## config.mk

```make
export PLATFORM = sky130hd
export DESIGN_NAME = nv_nvdla_cacc_slcg_en_ctrl
export DESIGN_NICKNAME = d
export VERILOG_FILES = /design/src/rtl/nv_nvdla_cacc_slcg_pkg.sv /design/src/rtl/nv_nvdla_cacc_slcg_gcnt.sv /design/src/rtl/nv_nvdla_cacc_slcg_en_ctrl.sv
export SDC_FILE = /design/constraint.sdc
export NUM_CORES = 1
export LEC_CHECK = 0
export BUFFER_PORTS_ARGS = -buffer_cell sky130_fd_sc_hd__buf_2
export CORE_ASPECT_RATIO = 1.5
export CORE_MARGIN = 5
export CORE_UTILIZATION = 50
export CTS_CLUSTER_SIZE = 8
export DETAILED_ROUTE_END_ITERATION = 7
export GPL_TIMING_DRIVEN = 1
export PLACE_DENSITY = 0.76
export SYNTH_ARGS = -nofsm -noshare
export SYNTH_HDL_FRONTEND = slang
export SYNTH_SLANG_ARGS = --single-unit
```

## constraint.sdc

```tcl
create_clock -name nvdla_core_clk -period 2.1 [get_ports nvdla_core_clk]
set_input_delay 0.315 -clock nvdla_core_clk [delete_from_list [all_inputs] [get_ports nvdla_core_clk]]
set_output_delay 0.315 -clock nvdla_core_clk [all_outputs]
set_load 0.02 [all_outputs]
```

## src/rtl/nv_nvdla_cacc_slcg_pkg.sv

```systemverilog
// Shared definitions for the CACC SLCG enable controller.
//   slcg_state_e  : FSM state encoding, also exported on slcg_state_dbg
//   WAKE_CYC_MIN  : smallest usable wake settle length; smaller values are
//                   clamped so clk_rdy can never rise on the enabling edge.
package nv_nvdla_cacc_slcg_pkg;

  typedef enum logic [1:0] {
    ST_WAKE   = 2'd0,
    ST_ACTIVE = 2'd1,
    ST_HYST   = 2'd2,
    ST_GATED  = 2'd3
  } slcg_state_e;

  localparam int WAKE_CYC_MIN = 1;

endpackage

```

## src/rtl/nv_nvdla_cacc_slcg_gcnt.sv

```systemverilog
// Saturating gated-cycle counter.
//   clk, rst_n : clock, async active-low reset
//   inc        : count this cycle (ignored once at all-ones)
//   clr        : clear to zero; takes priority over inc
//   cnt        : current count
module nv_nvdla_cacc_slcg_gcnt #(
  parameter int CNT_W = 32
) (
  input  logic             clk,
  input  logic             rst_n,
  input  logic             inc,
  input  logic             clr,
  output logic [CNT_W-1:0] cnt
);

  logic [CNT_W-1:0] cnt_q, cnt_d;

  always_comb begin
    cnt_d = cnt_q;
    if (clr)
      cnt_d = '0;
    else if (inc && (cnt_q != {CNT_W{1'b1}}))
      cnt_d = cnt_q + CNT_W'(1);
  end

  always_ff @(posedge clk or negedge rst_n) begin
    if (!rst_n) cnt_q <= '0;
    else        cnt_q <= cnt_d;
  end

  assign cnt = cnt_q;

endmodule

```

## src/rtl/nv_nvdla_cacc_slcg_en_ctrl.sv

```systemverilog
// CACC second-level clock-gating enable generator.
// Watches datapath activity, holds clocks on through a programmable idle
// hysteresis, gates them, and on renewed activity re-enables them for a fixed
// settle period before granting clk_rdy.
//   nvdla_core_clk/rstn   : free-running clock, async active-low reset
//   act_src[NUM_ACT]      : per-source busy levels
//   wake_req              : requester wants clocks (held until clk_rdy)
//   reg2dp_slcg_force_on  : keep clocks on
//   reg2dp_slcg_hyst      : idle cycles tolerated before gating
//   gated_cnt_clr         : clear the gated-cycle counter
//   slcg_en_src           : enable to SLCG wrapper (1 = clock runs)
//   clk_rdy               : gated clock stable, traffic allowed
//   dp2reg_slcg_gated_cnt : saturating count of GATED cycles
//   slcg_state_dbg        : current FSM state
module nv_nvdla_cacc_slcg_en_ctrl
  import nv_nvdla_cacc_slcg_pkg::*;
#(
  parameter int NUM_ACT  = 4,
  parameter int HYST_W   = 8,
  parameter int WAKE_CYC = 4,
  parameter int CNT_W    = 32
) (
  input  logic               nvdla_core_clk,
  input  logic               nvdla_core_rstn,
  input  logic [NUM_ACT-1:0] act_src,
  input  logic               wake_req,
  input  logic               reg2dp_slcg_force_on,
  input  logic [HYST_W-1:0]  reg2dp_slcg_hyst,
  input  logic               gated_cnt_clr,
  output logic               slcg_en_src,
  output logic               clk_rdy,
  output logic [CNT_W-1:0]   dp2reg_slcg_gated_cnt,
  output logic [1:0]         slcg_state_dbg
);

  localparam int WAKE_EFF  = (WAKE_CYC < WAKE_CYC_MIN) ? WAKE_CYC_MIN : WAKE_CYC;
  localparam int WCNT_W    = (WAKE_EFF > 1) ? $clog2(WAKE_EFF) : 1;
  localparam logic [WCNT_W-1:0] WAKE_INIT = WCNT_W'(WAKE_EFF - 1);

  slcg_state_e       state_q, state_d;
  logic [WCNT_W-1:0] wcnt_q, wcnt_d;
  logic [HYST_W-1:0] hcnt_q, hcnt_d;
  logic              en_q, en_d;
  logic              rdy_q, rdy_d;
  logic              busy;

  always_comb begin
    busy    = (|act_src) | wake_req | reg2dp_slcg_force_on;
    state_d = state_q;
    wcnt_d  = wcnt_q;
    hcnt_d  = hcnt_q;
    case (state_q)
      // Runs to completion regardless of busy: the requester relies on the
      // full settle time once the enable has gone high.
      ST_WAKE: begin
        if (wcnt_q == '0) state_d = ST_ACTIVE;
        else              wcnt_d  = wcnt_q - WCNT_W'(1);
      end
      // Hysteresis value is captured only here, so register writes during
      // HYST do not disturb an idle period already in progress.
      ST_ACTIVE: begin
        if (!busy) begin
          if (reg2dp_slcg_hyst == '0) begin
            state_d = ST_GATED;
          end else begin
            hcnt_d  = reg2dp_slcg_hyst;
            state_d = ST_HYST;
          end
        end
      end
      // Busy is tested first so a same-edge wake beats hysteresis expiry.
      ST_HYST: begin
        if (busy)                state_d = ST_ACTIVE;
        else if (hcnt_q <= HYST_W'(1)) state_d = ST_GATED;
        else                     hcnt_d  = hcnt_q - HYST_W'(1);
      end
      ST_GATED: begin
        if (busy) begin
          wcnt_d  = WAKE_INIT;
          state_d = ST_WAKE;
        end
      end
      default: begin
        wcnt_d  = WAKE_INIT;
        state_d = ST_WAKE;
      end
    endcase
    // Outputs are decoded from the next state so they leave the flops
    // aligned with the state register.
    en_d  = (state_d != ST_GATED);
    rdy_d = (state_d == ST_ACTIVE) || (state_d == ST_HYST);
  end

  always_ff @(posedge nvdla_core_clk or negedge nvdla_core_rstn) begin
    if (!nvdla_core_rstn) begin
      state_q <= ST_WAKE;
      wcnt_q  <= WAKE_INIT;
      hcnt_q  <= '0;
      en_q    <= 1'b1;
      rdy_q   <= 1'b0;
    end else begin
      state_q <= state_d;
      wcnt_q  <= wcnt_d;
      hcnt_q  <= hcnt_d;
      en_q    <= en_d;
      rdy_q   <= rdy_d;
    end
  end

  nv_nvdla_cacc_slcg_gcnt #(.CNT_W(CNT_W)) u_gcnt (
    .clk   (nvdla_core_clk),
    .rst_n (nvdla_core_rstn),
    .inc   (state_q == ST_GATED),
    .clr   (gated_cnt_clr),
    .cnt   (dp2reg_slcg_gated_cnt)
  );

  assign slcg_en_src    = en_q;
  assign clk_rdy        = rdy_q;
  assign slcg_state_dbg = state_q;

endmodule

```

---- After elaboration in Yosys (flattened, before gate mapping) ----
Cells that the tools add are included.
storage, ports and cells
  bits in latches ......................... 0
  memories ................................ 0
  flip-flop bits (word level) ............. 46
  input port bits ......................... 17
  memory bits (read-only) ................. 0
  memory bits (writable) .................. 0
  word-level logic and storage cells ...... 53
cells by class
  shifts and indexed selects .............. 0
  $lt $le $gt $ge ......................... 1
  bitwise logic cells ..................... 2
  reduce and logical (&&, ||, !) cells .... 11
  add/sub/neg operators ................... 3
  eq/ne operators ......................... 13
  muxes and demuxes ....................... 17
  divide/modulo/power cells ............... 0
  $mul .................................... 0
operators with widths
  cell                                                            count
  2-to-1 mux 32 bit                                               2
  adder 32 x 1 -> 32 bit, second input constant                   1
  2-to-1 mux 8 bit                                                4
  inequality test 32 bit, second input constant                   1
  case mux 8 bit (2 select lines)                                 1
  2-to-1 mux 2 bit                                                7
  inequality test 2 bit, second input constant                    7
  less-or-equal comparator 8 x 1 -> 1 bit, second input constant  1
  zero test 8 bit                                                 1
  case mux 2 bit (4 select lines)                                 1
  subtractor 8 x 1 -> 8 bit, second input constant                1
  == test 2 bit, second input constant                            3
  nonzero test 2 bit                                              3
  AND reduction 5 bit                                             1
  == test 2 x 1 -> 1 bit, second input constant                   2
  zero test 2 bit                                                 2
  case mux 2 bit (2 select lines)                                 1
  OR reduction 4 bit                                              1
  AND reduction 3 bit                                             1
  OR 1 bit                                                        2
  subtractor 2 x 1 -> 2 bit, second input constant                1
  logical AND 1 bit                                               1
  logical OR 1 bit                                                1
  2-to-1 mux 1 bit                                                1

---- Depth between registers and ports, before layout ----
  depth in word-level cells ............... 7
  depth in mapped cells ................... 9
  gate-level depth less buffers ........... 8

---- By module ----
From an unflattened synthesis, not the netlist that was laid out.
unflattened totals
  cells, all modules ...................... 301
  area total of the unflattened synthesis .. 2752.6 µm²
modules (own cells, without submodules)
  module                      times used  area an instance (µm²)  sequential area each (µm²)  cells each
  nv_nvdla_cacc_slcg_gcnt     1           1854.3                  800.8                       198
  nv_nvdla_cacc_slcg_en_ctrl  1           898.4                   354.1                       103

---- Worst setup path before layout ----
Ideal clock, no wire load.
  path kind ............................... register to register
  start point ............................. reg u_gcnt.cnt_q[0], in the netlist u_gcnt.cnt[0]
  end point ............................... reg u_gcnt.cnt_q[30], in the netlist u_gcnt.cnt[30]
  stages on the path, launching flop included .. 8
  data arrival time ....................... 2.286 ns
  path slack .............................. -0.264 ns
  library setup time ...................... 0.078 ns
  cell sequence ........................... dfrtp_1 > ha_1 > nand4_1 > or4_4 > buf_6 > or4_4 > or3_1 > a21oi_1
between the ends
  cells in the longest elaborated chain, start to end .. 3
  elaborated cells between the ends (all ways) .. 6
  classes of those cells .................. add/sub: 1; eq/ne: 1; mux: 2; reduce/logical: 2
ends and longest elaborated chain
  element                                                           line                                                          text
  start: declaration                                                nv_nvdla_cacc_slcg_gcnt.sv:16                                 logic [CNT_W-1:0] cnt_q, cnt_d;
  start signal: assignment                                          nv_nvdla_cacc_slcg_gcnt.sv:28                                 else cnt_q <= cnt_d;
  adder 32 x 1 -> 32 bit or inequality test 32 bit (tied branches)  nv_nvdla_cacc_slcg_gcnt.sv:23, nv_nvdla_cacc_slcg_gcnt.sv:22
  2-to-1 mux 32 bit or logical AND 1 bit (tied branches)            nv_nvdla_cacc_slcg_gcnt.sv:22                                 else if (inc && (cnt_q != {CNT_W{1'b1}}))
  2-to-1 mux 32 bit or nonzero test 2 bit (tied branches)           --
Parallel ways exist; a longest one is shown, timed or not. The select of a mux whose other input is x is not followed.
A chain may end at the register's enable or synchronous reset.

---- Final worst setup path ----
  start point ............................. reg u_gcnt.cnt_q[1], in the netlist u_gcnt.cnt[1]
  end point ............................... reg u_gcnt.cnt_q[26], in the netlist u_gcnt.cnt[26]
The elaborated chain is that of the path after synthesis.

==> out/qor.yml <==
routing:
  via_count: 2652
  drt_iter0_drc: 131
  drc: 0
  via_per_inst: 5.72
  wl_per_cell_um: 14.4
  wirelength_um: 6700
  first_pass_iters: 4
  postRouteAntennaNets: 0
sta:
  skew_ns: 0.00678
  min_period_over_period_pct: 98.0
  slew_violations: 0
  fmax_mhz: 486
  holdWs_ns: 0.195
  rsz0062_at_grt: "true"
  slew-limit-headroom_pct: 67.9
  period_needed_ns: 2.06
  hold_violations: 0
  setup_viol: 0
  worstMarginPinSlew_ns: 0.477
clock_network:
  cts.clk_slew.worst_paths_ns: 0.08
  h-tree-depth: 2
  cts_tree: "done"
  numCtsBuffers: 5
  cts.path.max_buffers: 2
  cts.sinks: 46
  clkLatencyLatePin_ns: 0.30
  root_buffer: "clkbuf_8"
final_layout:
  stdcell_area_sq_mm: 0.00347
  area_growth_pct: 29.8
  seq_area_sq_mm: 0.00117
  antennaDiodeCount: 0
  nNetsFinal: 417
  multi_input_area_sq_mm: 0.00143
  nFillCells: 428
  drive_above_1_share_pct: 35.9
power_and_ir_drop:
  ir_worst_vdd_mv: 0.595
  clkPwrFrac_pct: 26.8
  combPwrFrac_pct: 21.8
  p_int_mw: 1.44
  cellPowerDensity_mw_per_mm2: 595
  leakage_nw: 1.50
  p_seq_share_pct: 51.4
  swShare_pct: 30.3
  power_switching_mw: 0.626
global_routing:
  antenna_found_initial: 0
  grt_use_total_pct: 19.9
  grt_pass1_wl_um: 11400
  overflow: 0
  grt_start_max_net_pins: 31
  first_global_vias: 2670
floorplanning:
  ios: 53
  die_area_sq_mm: 0.00695
  die_w_um: 69.7
  fp.coreArea_sq_mm: 0.00516
  rows: 32
  start_util_pct: 51.8
  die_y_um: 99.6
logic_synthesis:
  yosys.area_share.adder_pct: 2.34
  syn-cell-area_sq_mm: 0.00268
  yosys_register_bits: 46
  synth_edf_count: 0
  syn-mean-instance-area_sq_um: 8.80
  synthFlopType: "dfrtp_1"
  synth_top_family_by_area: "simple AND/OR/NAND/NOR gates"
  synth_most_common_cell: "dfrtp_1"
  synth.top_cell.area_share_pct: 40.2
  yosysTopAreaCell: "dfrtp_1"
  synth-xor-area-share_pct: 3.60
  synth_commonest_cells: "dfrtp_1 (43), nor2_1 (30), o21ai_0 (29), a21oi_1 (26), nand2_1 (21)"
  yosysUniqueCellTypes: 51
  yosys_warnings: 0
  synth.area.top_cells: "dfrtp_1 (40%), o21ai_0 (5.4%), a21oi_1 (4.9%), nor2_1 (4.2%), xnor2_1 (3.6%)"
  synth_compound_area_share_pct: 18.7
  synthSimpleGateAreaFrac_pct: 26.0
  synthArstFlopShare_pct: 100
  synth_nets: 326
  synth_cells: 304
  ys_seq_area_share_pct: 43.2
  synth.mux.area_fraction_pct: 0.421
place:
  gp_congestion: 0.881
  port_buffers: 52
  postPlaceCellArea_sq_mm: 0.00333
  dpl.hpwl_um: 5140
setup_path:
  criticalPathCategory: "reg -> reg"
  cp_max_fo: 6
  worstPathArrival_ns: 2.30
  end_kind: "flip-flop"
  required_ns: 2.34
  worst_setup_path_start_kind: "flip-flop"
min_path:
  hold_path.class: "in -> reg"
run:
  maxCapViolations: 0
run_status:
  status: "finished clean"
[through the flow]
step	setup slack [ns]	power (mW)	utilization (%)	TNS, ns	std cells
2_1_floorplan	-0.136	1.36	-	-0.586	304
3_3_place_gp	0.0504	1.50	64.4	0	453
3_5_place_dp	0.0193	1.52	64.4	0	453
4_1_cts	0.0130	2.07	66.5	0	463
5_1_grt	-0.0457	2.21	67.2	-0.181	464
6_report	0.0410	2.07	67.2	0	464
[cell type report]
type,instances,area share [%]
repair buffers,102,18.8
multi-input cells,227,41.0
flip-flops and latches,46,33.6
well taps,68,2.45
clock inverters,1,0.144
inverters,13,1.40
clock buffers,7,2.49
[placed cells by master, fill, tap and decap left out, types with 2 or more instances in the layout]
master     instances
clkbuf_8           6
nand2_1           21
o211ai_1           2
or4_4              3
and4_1             2
buf_4             47
or3_1              9
a311oi_1           4
dfstp_2            3
and3_1             3
nand4_1            4
o2bb2ai_1          2
ha_1               4
dfrtp_2           11
or4_1             10
a31oi_1            2
dfrtp_1           32
o31ai_1            9
nor2_1            30
xnor2_1           11
nor3_1             5
buf_2             52
a211oi_1           3
a22oi_1            2
nor4_1             8
inv_1             13
a21oi_2            3
a21oi_1           23
or2_2              3
o21ai_0           29
nand3_1           13
[cell families (layout without fill, tap and decap cells)]
| logic type | count (synthesis) | count (layout) |
|---|---|---|
| xor+xnor | 11 | 11 |
| compound gates | 84 | 84 |
| buf+inv | 31 | 123 |
| mux | 1 | 1 |
| simple gates | 126 | 126 |
| fa+ha+maj | 5 | 5 |
| flops | 46 | 46 |
[timing repair]
| item | CTS | global route |
|---|---|---|
| hold buffers | 1 | 0 |
| pin swaps | 0 | 2 |
| endpoints found under the setup margin | 1 | 14 |
| gates resized for setup | 0 | 8 |
| endpoints found under the hold margin | 19 | 0 |
| setup buffers | 1 | 1 |
[worst max-delay path, stage by stage, from the launching register on]
cell,delay [ns]
dfrtp_2,0.39
ha_4,0.14
nand4_1,0.10
or4_4,0.43
or4_4,0.46
or3_1,0.34
a21oi_2,0.13
[worst paths after layout]
path                                       end  slack, ns  cells after the start       startpoint
worst max-delay path            u_gcnt.cnt[26]       0.04                      6    u_gcnt.cnt[1]
worst min-delay path             u_gcnt.cnt[6]       0.19                      2    gated_cnt_clr
worst max register to register  u_gcnt.cnt[26]       0.04                      6    u_gcnt.cnt[1]
worst min register to register       hcnt_q[7]       0.50                      1        hcnt_q[7]
max in group asynchronous            wcnt_q[0]       1.02                      3  nvdla_core_rstn
min in group asynchronous       u_gcnt.cnt[24]       0.50                      2  nvdla_core_rstn
[power by group through the flow]
| stage | clock network (mW) | registers [mW] | logic [mW] |
|---|---|---|---|
| finish | 0.554 | 1.06 | 0.450 |
| global route | 0.608 | 1.08 | 0.522 |
| CTS | 0.565 | 1.06 | 0.451 |
| detailed placement | 0 | 1.08 | 0.449 |
| global placement | 0 | 1.07 | 0.425 |
| floorplan | 0 | 1.08 | 0.280 |
[sequential cells by signal (all words and copies together) (netlist names)]
name,cells
clk_rdy,1
hcnt_q,8
slcg_en_src,1
slcg_state_dbg,2
u_gcnt.cnt,32
wcnt_q,2
[metal layers]
layer | part of all wire (%) | vias up | GRT usage (%)
met5 | 0 | - | 0
met4 | 1.5 | 0 | 6.93
met3 | 4.4 | 11 | 4.55
met2 | 56 | 64 | 39.0
met1 | 38 | 1280 | 20.4
li1 | - | 1297 | -
Power figures use the tool's default switching activity.
